===== config.mk =====
export PLATFORM = sky130hd
export DESIGN_NAME = rv_iopmp_reg_to_axi_master
export DESIGN_NICKNAME = d
export VERILOG_FILES = /design/src/rtl/rv_iopmp_pkg.sv /design/src/rtl/rv_iopmp_reg_to_axi_master.sv
export SDC_FILE = /design/constraint.sdc
export NUM_CORES = 1
export LEC_CHECK = 0
export BUFFER_PORTS_ARGS = -buffer_cell sky130_fd_sc_hd__buf_2
export CORE_AREA = 2 2 195 197
export CTS_CLUSTER_DIAMETER = 200
export CTS_CLUSTER_SIZE = 25
export DETAILED_ROUTE_END_ITERATION = 12
export DIE_AREA = 0 0 197 199
export MAX_ROUTING_LAYER = met4
export SYNTH_ARGS = -nofsm -noshare
export SYNTH_HDL_FRONTEND = slang
export SYNTH_SLANG_ARGS = --single-unit

===== constraint.sdc =====
create_clock -name clk_i -period 1.9 [get_ports clk_i]
set_input_delay 0.57 -clock clk_i [delete_from_list [all_inputs] [get_ports clk_i]]
set_output_delay 0.57 -clock clk_i [all_outputs]
set_load 0.03 [all_outputs]

===== src/rtl/rv_iopmp_pkg.sv =====
// Shared types and constants for the IOPMP register/AXI bridges.
package rv_iopmp_pkg;

    // Default bus geometry used by the struct typedefs below.
    localparam int unsigned AXI_ADDR_WIDTH = 64;
    localparam int unsigned AXI_DATA_WIDTH = 64;
    localparam int unsigned AXI_ID_WIDTH   = 8;
    localparam int unsigned AXI_USER_WIDTH = 2;
    localparam int unsigned REG_ADDR_WIDTH = 32;
    localparam int unsigned REG_DATA_WIDTH = 32;

    // AXI channel constants driven by the bridge.
    localparam logic [2:0] SIZE_4B          = 3'd2;
    localparam logic [1:0] BURST_INCR       = 2'b01;
    localparam logic [3:0] CACHE_MODIFIABLE = 4'b0010;

    // Bridge FSM state encoding.
    typedef logic [2:0] state_t;
    localparam state_t ST_IDLE   = 3'd0;
    localparam state_t ST_WRITE  = 3'd1;
    localparam state_t ST_WAIT_B = 3'd2;
    localparam state_t ST_READ   = 3'd3;
    localparam state_t ST_WAIT_R = 3'd4;
    localparam state_t ST_RESP   = 3'd5;

    // Register bus request/response.
    typedef struct packed {
        logic [REG_ADDR_WIDTH-1:0]   addr;
        logic                        write;
        logic [REG_DATA_WIDTH-1:0]   wdata;
        logic [REG_DATA_WIDTH/8-1:0] wstrb;
        logic                        valid;
    } reg_bus_req_t;

    typedef struct packed {
        logic [REG_DATA_WIDTH-1:0] rdata;
        logic                      error;
        logic                      ready;
    } reg_bus_rsp_t;

    // AXI4 address channel (AW carries atop, AR ignores it).
    typedef struct packed {
        logic [AXI_ID_WIDTH-1:0]   id;
        logic [AXI_ADDR_WIDTH-1:0] addr;
        logic [7:0]                len;
        logic [2:0]                size;
        logic [1:0]                burst;
        logic                      lock;
        logic [3:0]                cache;
        logic [2:0]                prot;
        logic [3:0]                qos;
        logic [3:0]                region;
        logic [5:0]                atop;
        logic [AXI_USER_WIDTH-1:0] user;
    } axi_ax_t;

    typedef struct packed {
        logic [AXI_DATA_WIDTH-1:0]   data;
        logic [AXI_DATA_WIDTH/8-1:0] strb;
        logic                        last;
        logic [AXI_USER_WIDTH-1:0]   user;
    } axi_w_t;

    typedef struct packed {
        logic [AXI_ID_WIDTH-1:0]   id;
        logic [1:0]                resp;
        logic [AXI_USER_WIDTH-1:0] user;
    } axi_b_t;

    typedef struct packed {
        logic [AXI_ID_WIDTH-1:0]   id;
        logic [AXI_DATA_WIDTH-1:0] data;
        logic [1:0]                resp;
        logic                      last;
        logic [AXI_USER_WIDTH-1:0] user;
    } axi_r_t;

    typedef struct packed {
        axi_ax_t aw;
        logic    aw_valid;
        axi_w_t  w;
        logic    w_valid;
        logic    b_ready;
        axi_ax_t ar;
        logic    ar_valid;
        logic    r_ready;
    } axi_bus_req_t;

    typedef struct packed {
        logic   aw_ready;
        logic   ar_ready;
        logic   w_ready;
        logic   b_valid;
        axi_b_t b;
        logic   r_valid;
        axi_r_t r;
    } axi_bus_rsp_t;

    // Place a 4-bit register strobe into the 32-bit lane chosen by addr[2].
    function automatic logic [7:0] lane_strb(input logic addr2, input logic [3:0] wstrb);
        return addr2 ? {wstrb, 4'h0} : {4'h0, wstrb};
    endfunction

endpackage


===== src/rtl/rv_iopmp_reg_to_axi_master.sv =====
// Register-bus initiator to AXI4 master bridge. Each register access becomes
// one single-beat AXI transaction; the bridge holds until it responds.
//
// Handshake semantics: on every channel a transfer happens on the rising edge
// where valid and ready are both high; a raised valid stays high with stable
// payload until that edge. The reg side is held by the initiator until
// reg_rsp_o.ready, which pulses for exactly one cycle.
module rv_iopmp_reg_to_axi_master
    import rv_iopmp_pkg::*;
#(
    parameter int unsigned ADDR_WIDTH     = 64,
    parameter int unsigned DATA_WIDTH     = 64,
    parameter int unsigned ID_WIDTH       = 8,
    parameter int unsigned USER_WIDTH     = 2,
    parameter int unsigned REG_DATA_WIDTH = 32,
    parameter int unsigned AXI_ID         = 0,
    parameter type reg_req_t = rv_iopmp_pkg::reg_bus_req_t,
    parameter type reg_rsp_t = rv_iopmp_pkg::reg_bus_rsp_t,
    parameter type axi_req_t = rv_iopmp_pkg::axi_bus_req_t,
    parameter type axi_rsp_t = rv_iopmp_pkg::axi_bus_rsp_t
) (
    input  logic     clk_i,
    input  logic     rst_ni,
    input  reg_req_t reg_req_i,
    output reg_rsp_t reg_rsp_o,
    output axi_req_t axi_req_o,
    input  axi_rsp_t axi_rsp_i
);

    localparam bit WIDE_BUS = (DATA_WIDTH == 64);

    state_t                      state_q;
    logic [REG_ADDR_WIDTH-1:0]   addr_q;
    logic [REG_DATA_WIDTH-1:0]   wdata_q;
    logic [REG_DATA_WIDTH/8-1:0] wstrb_q;
    logic                        aw_valid_q;
    logic                        w_valid_q;
    logic                        ar_valid_q;
    logic                        b_ready_q;
    logic                        r_ready_q;
    logic                        aw_done_q;
    logic                        w_done_q;
    logic                        r_first_q;
    logic                        rsp_ready_q;
    logic                        rsp_error_q;
    logic [REG_DATA_WIDTH-1:0]   rsp_rdata_q;

    logic                  aw_hs;
    logic                  w_hs;
    logic [DATA_WIDTH-1:0] r_shifted;
    logic [7:0]            strb_full;

    assign aw_hs = aw_valid_q && axi_rsp_i.aw_ready;
    assign w_hs  = w_valid_q && axi_rsp_i.w_ready;

    // Bring the 32-bit lane addressed by addr[2] down to bit 0 of the read data.
    always_comb begin
        r_shifted = axi_rsp_i.r.data >> ((WIDE_BUS && addr_q[2]) ? 32 : 0);
        strb_full = WIDE_BUS ? lane_strb(addr_q[2], wstrb_q) : {4'h0, wstrb_q};
    end

    // Main transaction FSM; every valid/ready and response field is a register.
    always_ff @(posedge clk_i or negedge rst_ni) begin
        if (!rst_ni) begin
            state_q     <= ST_IDLE;
            addr_q      <= '0;
            wdata_q     <= '0;
            wstrb_q     <= '0;
            aw_valid_q  <= 1'b0;
            w_valid_q   <= 1'b0;
            ar_valid_q  <= 1'b0;
            b_ready_q   <= 1'b0;
            r_ready_q   <= 1'b0;
            aw_done_q   <= 1'b0;
            w_done_q    <= 1'b0;
            r_first_q   <= 1'b0;
            rsp_ready_q <= 1'b0;
            rsp_error_q <= 1'b0;
            rsp_rdata_q <= '0;
        end else begin
            case (state_q)
                ST_IDLE: begin
                    if (reg_req_i.valid) begin
                        addr_q  <= reg_req_i.addr;
                        wdata_q <= reg_req_i.wdata;
                        wstrb_q <= reg_req_i.wstrb;
                        if (reg_req_i.addr[1:0] != 2'b00) begin
                            // Misaligned: answer locally, never touch AXI.
                            rsp_ready_q <= 1'b1;
                            rsp_error_q <= 1'b1;
                            rsp_rdata_q <= '0;
                            state_q     <= ST_RESP;
                        end else if (reg_req_i.write) begin
                            aw_valid_q <= 1'b1;
                            w_valid_q  <= 1'b1;
                            aw_done_q  <= 1'b0;
                            w_done_q   <= 1'b0;
                            state_q    <= ST_WRITE;
                        end else begin
                            ar_valid_q <= 1'b1;
                            state_q    <= ST_READ;
                        end
                    end
                end
                ST_WRITE: begin
                    // AW and W complete independently, possibly in the same cycle.
                    if (aw_hs) begin
                        aw_valid_q <= 1'b0;
                        aw_done_q  <= 1'b1;
                    end
                    if (w_hs) begin
                        w_valid_q <= 1'b0;
                        w_done_q  <= 1'b1;
                    end
                    if ((aw_done_q || aw_hs) && (w_done_q || w_hs)) begin
                        b_ready_q <= 1'b1;
                        state_q   <= ST_WAIT_B;
                    end
                end
                ST_WAIT_B: begin
                    if (axi_rsp_i.b_valid) begin
                        b_ready_q   <= 1'b0;
                        rsp_error_q <= axi_rsp_i.b.resp[1];
                        rsp_rdata_q <= '0;
                        rsp_ready_q <= 1'b1;
                        state_q     <= ST_RESP;
                    end
                end
                ST_READ: begin
                    if (axi_rsp_i.ar_ready) begin
                        ar_valid_q <= 1'b0;
                        r_ready_q  <= 1'b1;
                        r_first_q  <= 1'b1;
                        state_q    <= ST_WAIT_R;
                    end
                end
                ST_WAIT_R: begin
                    if (axi_rsp_i.r_valid) begin
                        // Only the first beat carries data; a missing last is
                        // a slave protocol error that we drain and report.
                        r_first_q <= 1'b0;
                        if (r_first_q) begin
                            rsp_rdata_q <= r_shifted[REG_DATA_WIDTH-1:0];
                        end
                        rsp_error_q <= (r_first_q ? 1'b0 : rsp_error_q)
                                     | axi_rsp_i.r.resp[1] | !axi_rsp_i.r.last;
                        if (axi_rsp_i.r.last) begin
                            r_ready_q   <= 1'b0;
                            rsp_ready_q <= 1'b1;
                            state_q     <= ST_RESP;
                        end
                    end
                end
                ST_RESP: begin
                    rsp_ready_q <= 1'b0;
                    state_q     <= ST_IDLE;
                end
                default: begin
                    state_q <= ST_IDLE;
                end
            endcase
        end
    end

    // Channel payloads: constants plus latched request fields.
    always_comb begin
        axi_req_o          = '0;
        axi_req_o.aw.id    = ID_WIDTH'(AXI_ID);
        axi_req_o.aw.addr  = ADDR_WIDTH'(addr_q);
        axi_req_o.aw.len   = 8'd0;
        axi_req_o.aw.size  = SIZE_4B;
        axi_req_o.aw.burst = BURST_INCR;
        axi_req_o.aw.cache = CACHE_MODIFIABLE;
        axi_req_o.aw.user  = USER_WIDTH'(0);
        axi_req_o.aw_valid = aw_valid_q;
        axi_req_o.w.data   = {(DATA_WIDTH/32){wdata_q}};
        axi_req_o.w.strb   = strb_full[DATA_WIDTH/8-1:0];
        axi_req_o.w.last   = 1'b1;
        axi_req_o.w.user   = USER_WIDTH'(0);
        axi_req_o.w_valid  = w_valid_q;
        axi_req_o.b_ready  = b_ready_q;
        axi_req_o.ar.id    = ID_WIDTH'(AXI_ID);
        axi_req_o.ar.addr  = ADDR_WIDTH'(addr_q);
        axi_req_o.ar.len   = 8'd0;
        axi_req_o.ar.size  = SIZE_4B;
        axi_req_o.ar.burst = BURST_INCR;
        axi_req_o.ar.cache = CACHE_MODIFIABLE;
        axi_req_o.ar.user  = USER_WIDTH'(0);
        axi_req_o.ar_valid = ar_valid_q;
        axi_req_o.r_ready  = r_ready_q;
    end

    // Register-bus response straight from the response registers.
    always_comb begin
        reg_rsp_o       = '0;
        reg_rsp_o.rdata = rsp_rdata_q;
        reg_rsp_o.error = rsp_error_q;
        reg_rsp_o.ready = rsp_ready_q;
    end

    // Response fields the bridge has no use for.
    logic unused_rsp_bits;
    assign unused_rsp_bits = ^{axi_rsp_i.b.id, axi_rsp_i.b.user, axi_rsp_i.b.resp[0],
                               axi_rsp_i.r.id, axi_rsp_i.r.user, axi_rsp_i.r.resp[0],
                               r_shifted[DATA_WIDTH-1:REG_DATA_WIDTH]};

endmodule

==> results.ini, run 1 <==
[clock_network]
clkSlewWorstSetupHoldPaths_ns=0.06
clockBufferDepth=2
cts-root-buf=clkbuf_16
clock_sinks=113
cts_tree=yes
cts_buffers=17
clk-insertion-delay-late_ns=0.41
cts-htree-levels=4

[placement]
io_buffers=318
globalplace.congestion=0.768
placedCellCount=1352
post-place-ws_ns=-0.147
place_area_mm2=0.00815
hpwl_mm=13.2

[logic_synthesis]
ys_top_cells_by_area=dfrtp_1, buf_4, mux2_2, mux2_4, mux2i_1
synth.distinct_cells=34
syn_inst=620
synth_top_area_frac=0.413
yosysSeqAreaShare=0.413
synth_commonest_cells=buf_4, dfrtp_1, mux2_2, nor2_1, mux2i_1
synth_seq_cells=113
yosysMostFrequentCell=buf_4
synth_top_cell_by_area=dfrtp_1
async_flop_share=1.00
syn_area_mm2=0.00685
synth_flop_cell=dfrtp_1
synth-edff-count=0
syn_area_per_cell_um2=11.1
yosys_warnings=0

[global_route]
grt_start_max_net_pins=60
grt_pass1_vias=4317
grt_pass1_wl_mm=24.1
antenna_found_initial=0
overflow=0
track_usage=0.0854

[setup_path]
crit_type=flip-flop to primary output
startpoint_type=flip-flop
critPathRequiredTime_ns=1.33
critical_path.max_fanout=6
cp.arrival_ns=1.35
r2r_slack_ns=0.09
end_kind=primary output

[cells_and_area]
antenna_cells=0
post-route-util=0.241
fin_nets=1069
syn2layout_area_growth_pct=30.7
drive_above_1_share=0.550
fin_cells=1390
final_cell_area_mm2=0.00895

[pwr]
max-vdd-ir-drop_mv=0.893
p_total_mw=16.9
powerDensity_mw_per_mm2=1890
leakagePower_nw=4.76

[drt]
drt-pass1-iter-count=4
avgViaCountPerCell=3.43
drt-total-wl_mm=17.3
vias=4774
wl_per_cell_um=12.4
post-route-drc-count=0
ant_nets=0
drt-initial-drc-count=114

[sta]
setup_viol_count_final=6
rsz0062_at_grt=true
finalWorstSetupSlack_ns=-0.0236
finalSetupTns_ns=-0.0696
hold_slack_ns=0.388
slew_viol_final=0
clock.fmax_mhz=520
timing.final.crit_share=1.01
finClkSkew_ns=0.0113
hold_viol=0
min_period_ns=1.92

[min_path]
holdCritPathClass=primary input to flip-flop

[flow_run]
cap_violations=0

[floorplan]
start_util=0.185
core_area_mm2=0.0371
row_count=71
dieArea_mm2=0.0392
die_height_um=199
ios=498
die_w_um=197

[outcome]
failed_checks=negative setup slack
status=finished with violations

-- cell usage in the layout (no fill, tap or decap), drive strengths merged, types with 2 or more instances in the layout --
cell type  instances
and2               4
inv                6
a31oi              3
nor3               5
nor2b              7
a21oi             16
bufinv             3
nand2             13
nor2              44
clkinvlp           5
clkbuf            20
dfrtp            113
nand2b             2
conb             157
mux2             101
a221oi             2
nand3              4
o22ai              2
clkinv             3
mux2i             32
buf              360
-- sequential cells by signal, indices dropped and copies added (netlist names), 3 cells and up --
name,flops
addr_q,32
rsp_rdata_q,32
wdata_q,32
wstrb_q,4
state_q,3
-- power by group --
| group | switching, mW | leakage (nW) | internal [mW] |
|---|---|---|---|
| clock network | 1.20 | 0.285 | 2.14 |
| registers | 0.653 | 1.40 | 3.37 |
| logic | 6.11 | 3.08 | 3.45 |
| total | 7.96 | 4.76 | 8.96 |
-- metal layers --
metal	vias to the layer above	global-route usage	routed length (um)
li1	2244	-	-
met1	2286	0.0921	6830
met2	236	0.149	9170
met3	8	0.0232	1040
met4	0	0.0334	210
met5	-	-	0
-- final cells by class --
class / count / area, um2
fillers: 4004 / 28200
flip-flops and latches: 113 / 2830
multi-input cells: 404 / 2780
repair buffers: 362 / 2110
well taps: 474 / 593
clock buffers: 20 / 457
clock inverters: 12 / 159
inverters: 5 / 18.8
-- final timing paths --
path	startpoint	to	cells past startpoint
worst max-delay path	addr_q[2]$_DFFE_PN0P_	axi_req_o[120]	3
worst min-delay path	reg_req_i[7]	wdata_q[2]$_DFFE_PN0P_	2
worst max register to register	state_q[2]$_DFFE_PN0P_	rsp_rdata_q[8]$_DFFE_PN0P_	5
worst min register to register	rsp_ready_q$_DFFE_PN0P_	rsp_ready_q$_DFFE_PN0P_	2
max in group asynchronous	rst_ni	addr_q[2]$_DFFE_PN0P_	3
min in group asynchronous	rst_ni	wdata_q[15]$_DFFE_PN0P_	2
-- cells by family after synthesis --
family | share of synthesized area
buffers and inverters | 0.274
AND/OR/NAND/NOR | 0.0546
AO/OA/AOI/OAI | 0.0289
other | 0.00110
multiplexers | 0.229
flip-flops | 0.413
-- worst max-delay path, stage by stage (launching register included) --
cell and delay, ns:
dfrtp_4 0.50, buf_12 0.16, and2_4 0.14, buf_6 0.13
-- timing repair --
action / 4_1_cts / 5_1_grt
gates resized for setup: 26 / 5
buffers inserted: 4 / 0
cloned: 1 / 0
hold endpoints to repair: 3 / 0
hold buffers: 1 / 0
setup endpoints to repair: 13 / 11
Power figures use the tool's default switching activity.
==> inputs of run 2 (changes only) <==
Settings changed: CORE_AREA 2 2 195 197 to 2 2 191 193, DIE_AREA 0 0 197 199 to 0 0 193 195.
Clock period 1.9 ns to 2.2 ns, I/O delays scaled along.
==> results.ini, run 2 (synthesis results as in run 1) <==
[cells_and_area]
fin_cells=1358
reg_top3=addr_q (32), rsp_rdata_q (32), wdata_q (32)
syn2layout_area_growth_pct=26.3
final_cell_area_mm2=0.00865
post-route-util=0.244
final_common_cell=buf_2
fin_nets=1048
final_cell_mix=buf_2, conb_1, dfrtp_1
drive_above_1_share=0.533

[sta]
slew_viol_final=0
worst_slew_pin_slew_ns=0.571
finalSetupTns_ns=0
hold_viol=0
min_period_ns=2.07
rsz0062_at_grt=false
finClkSkew_ns=0.0124
setup_viol_count_final=0
hold_slack_ns=0.0439
finalWorstSetupSlack_ns=0.130
maxSlewHeadroom=0.616
clock.fmax_mhz=483
timing.final.crit_share=0.941

[floorplan]
die_w_um=193
ios=498
core_area_mm2=0.0354
die_height_um=195
dieArea_mm2=0.0376
start_util=0.194
row_count=69

[setup_path]
critical_path.max_fanout=20
startpoint_type=flip-flop
reg2reg_depth=5
r2r_end=rsp_rdata_q[18]$_DFFE_PN0P_
crit_type=flip-flop to primary output
end_kind=primary output
r2r-start=state_q[2]$_DFFE_PN0P_
r2r_slack_ns=0.29
cp.arrival_ns=1.41
critPathRequiredTime_ns=1.54

[pwr]
leakagePower_nw=4.61
powerDensity_mw_per_mm2=1630
p_total_mw=14.1
max-vdd-ir-drop_mv=0.776

[placement]
place_area_mm2=0.00803
globalplace.congestion=0.724
post-place-ws_ns=0.0772
io_buffers=318
hpwl_mm=13.2
placedCellCount=1324

[clock_network]
clkSlewWorstSetupHoldPaths_ns=0.06
cts_buffers=17
cts_tree=yes
clock_sinks=113
cts-htree-levels=4
cts-root-buf=clkbuf_16
clockBufferDepth=2
clk-insertion-delay-late_ns=0.42

[drt]
ant_nets=0
met2_length_mm=8.68
avgViaCountPerCell=3.48
post-route-drc-count=0
met1Wirelength_mm=6.07
drt-pass1-iter-count=4
drt-total-wl_mm=16.4
vias=4730
maxUsedRoutingLayer=met4
wl_per_cell_um=12.1
drt-initial-drc-count=88
wl_met3_mm=1.48

[outcome]
status=complete, no violations

[global_route]
antenna_found_initial=2
grt_pass1_vias=4155
grt_pass1_wl_mm=22.8
overflow=0
grt_start_max_net_pins=60
track_usage=0.0839

[flow_run]
cap_violations=0

[min_path]
holdCritPathClass=primary input to async pin

-- run 2: repair_timing --
item                                    4_1_cts  5_1_grt
setup buffers                                 0        0
endpoints found under the setup margin        4        0
hold buffers                                  0        0
resized for setup                             1        0
-- run 2: how the worst max path moves through the flow --
stage                             endpoint                  start  slack [ns]
2_1_floorplan               axi_req_o[120]  addr_q[2]$_DFFE_PN0P_        0.22
3_3_place_gp   rsp_rdata_q[19]$_DFFE_PN0P_          axi_rsp_i[77]        0.11
3_5_place_dp    rsp_rdata_q[2]$_DFFE_PN0P_          axi_rsp_i[77]        0.08
4_1_cts                     axi_req_o[120]  addr_q[2]$_DFFE_PN0P_        0.07
5_1_grt                     axi_req_o[121]  addr_q[2]$_DFFE_PN0P_        0.04
6_report                    axi_req_o[122]  addr_q[2]$_DFFE_PN0P_        0.13
-- run 2: layout make-up --
type                       instances  area [um2]
fill                            3820       26700
sequential                       113        2830
multi-input combinational        404        2740
timing repair buffer             341        1870
tap                              461         577
clock buffer                      19         453
clock inverter                    13         161
inverter                           5        18.8
antenna                            2        5.00
-- run 2: report_power, final --
group / internal, mW / total, mW / switching, mW / leakage, nW
clock network: 1.84 / 2.86 / 1.02 / 0.291
logic: 2.62 / 7.66 / 5.04 / 2.92
registers: 2.91 / 3.56 / 0.643 / 1.40
total: 7.37 / 14.1 / 6.71 / 4.61
-- run 2: layer usage --
layer  vias to the layer above  global-route usage
met5                         -                   -
met4                         0              0.0342
met3                        10              0.0334
met2                       245               0.144
met1                      2272              0.0840
li1                       2203                   -
-- run 2: worst max-delay path, stage by stage, from the launching register on --
cell,delay [ns]
dfrtp_4,0.62
and2_1,0.18
buf_2,0.19
==> inputs of run 3 (changes only) <==
Settings changed: CTS_BUF_LIST from default to sky130_fd_sc_hd__clkbuf_8, CTS_CLUSTER_DIAMETER 200 to default.
==> results.ini, run 3 (synthesis results as in run 1) <==
[outcome]
status=complete, no violations

[setup_path]
path_buf_inv=1
r2r_end=rsp_rdata_q[2]$_DFFE_PN0P_
crit_chain=nor2b_1, buf_2
startpoint_type=flip-flop
reg2reg_depth=5
critPathTopFamily=flip-flops
critical_path.max_fanout=11
critPathRequiredTime_ns=1.54
worstSetupPathDepth=2
r2r_slack_ns=0.29
critPathLaunch=addr_q[2]$_DFFE_PN0P_
r2r-start=state_q[2]$_DFFE_PN0P_
crit_slowest_cell=dfrtp_4
cp.arrival_ns=1.36
cpPeakStageDelay_ns=0.57
worstSetupEndpoint=axi_req_o[116]
crit_type=flip-flop to primary output
end_kind=primary output

[global_route]
track_usage=0.0851
antenna_found_initial=2
overflow=0
grt_pass1_vias=4171
grt_pass1_wl_mm=23.1
grt_start_max_net_pins=60

[pwr]
max-vdd-ir-drop_mv=0.749
p_total_mw=13.4
powerDensity_mw_per_mm2=1570
leakagePower_nw=4.54

[clock_network]
clkSlewWorstSetupHoldPaths_ns=0.08
clockBufferDepth=2
clk-insertion-delay-late_ns=0.45
clock_sinks=113
cts-root-buf=clkbuf_8
cts-htree-levels=4
cts_tree=yes
cts_buffers=17

[cells_and_area]
final_cell_mix=buf_2, conb_1, dfrtp_1
syn2layout_area_growth_pct=23.8
drive_above_1_share=0.533
fin_nets=1050
post-route-util=0.240
final_cell_area_mm2=0.00848
final_common_cell=buf_2
reg_top3=addr_q (32), rsp_rdata_q (32), wdata_q (32)
fillers=3838

[drt]
wl_per_cell_um=12.2
drt-total-wl_mm=16.5
vias=4696
avgViaCountPerCell=3.45
drt-pass1-iter-count=4
ant_nets=0
post-route-drc-count=0
drt-initial-drc-count=91

[sta]
rsz0062_at_grt=false
finalWorstSetupSlack_ns=0.180
timing.final.crit_share=0.918
setup_viol_count_final=0
min_period_ns=2.02
finalSetupTns_ns=0
clock.fmax_mhz=495
maxSlewHeadroom=0.628
worst_slew_pin_slew_ns=0.552
hold_viol=0
finClkSkew_ns=0.0108
slew_viol_final=0

[placement]
post-place-ws_ns=0.0772
io_buffers=318
hpwl_mm=13.2
place_area_mm2=0.00803
globalplace.congestion=0.724

[floorplan]
core_area_mm2=0.0354
dieArea_mm2=0.0376
die_height_um=195
die_w_um=193
start_util=0.194
row_count=69
ios=498

[flow_run]
cap_violations=0

[min_path]
holdCritPathClass=primary input to flip-flop
holdPathStages=2

-- run 3: cell count changes in the layout (fill, tap and decap cells not counted) --
cell and change:
dlygate4sd3_1 +1, clkbuf_8 +17, buf_6 +1, clkbuf_16 -17
-- run 3: worst min-delay path by stage --
stage	start	end	slack, ns
after floorplan	rst_ni	addr_q[0]$_DFFE_PN0P_	0.36
after global placement	rst_ni	wdata_q[22]$_DFFE_PN0P_	0.48
final	reg_req_i[51]	addr_q[13]$_DFFE_PN0P_	0.43
after CTS	reg_req_i[25]	wdata_q[20]$_DFFE_PN0P_	0.36
after global routing	reg_req_i[21]	wdata_q[16]$_DFFE_PN0P_	0.36
after detailed placement	rst_ni	wdata_q[12]$_DFFE_PN0P_	0.48
-- run 3: what timing repair did --
| action | 4_1_cts | 5_1_grt |
|---|---|---|
| resized for setup | 1 | 0 |
| setup endpoints to repair | 9 | 0 |
| endpoints found under the hold margin | 3 | 0 |
| hold buffers | 1 | 0 |
| setup buffers | 1 | 0 |
-- run 3: layout make-up --
class,count,area [um2],area share
Clock buffer,19,262,0.0308
Antenna cell,2,5.00,0.000590
Timing Repair Buffer,343,1890,0.223
Multi-Input combinational cell,404,2740,0.323
Inverter,5,18.8,0.00221
Clock inverter,13,161,0.0190
Tap cell,461,577,0.0680
Sequential cell,113,2830,0.334
-- run 3: report_power, final --
part,total [mW],internal [mW],switching (mW)
clock,2.10,1.18,0.925
combinational,7.74,2.64,5.11
sequential,3.52,2.91,0.607
total,13.4,6.72,6.64
-- run 3: metrics by stage --
stage | std cells | hold WS [ns]
CTS | 1358 | 0.363
finish | 1360 | 0.431
floorplan | 775 | 0.364
global placement | 1324 | 0.476
detailed placement | 1324 | 0.475
global route | 1360 | 0.363
-- run 3: layer usage --
layer  share of wire  global-route usage  vias up
li1                -                   -     2201
met1            0.36              0.0851     2242
met2            0.53               0.145      241
met3           0.095              0.0349       12
met4           0.017              0.0370        0
met5               0                   -        -
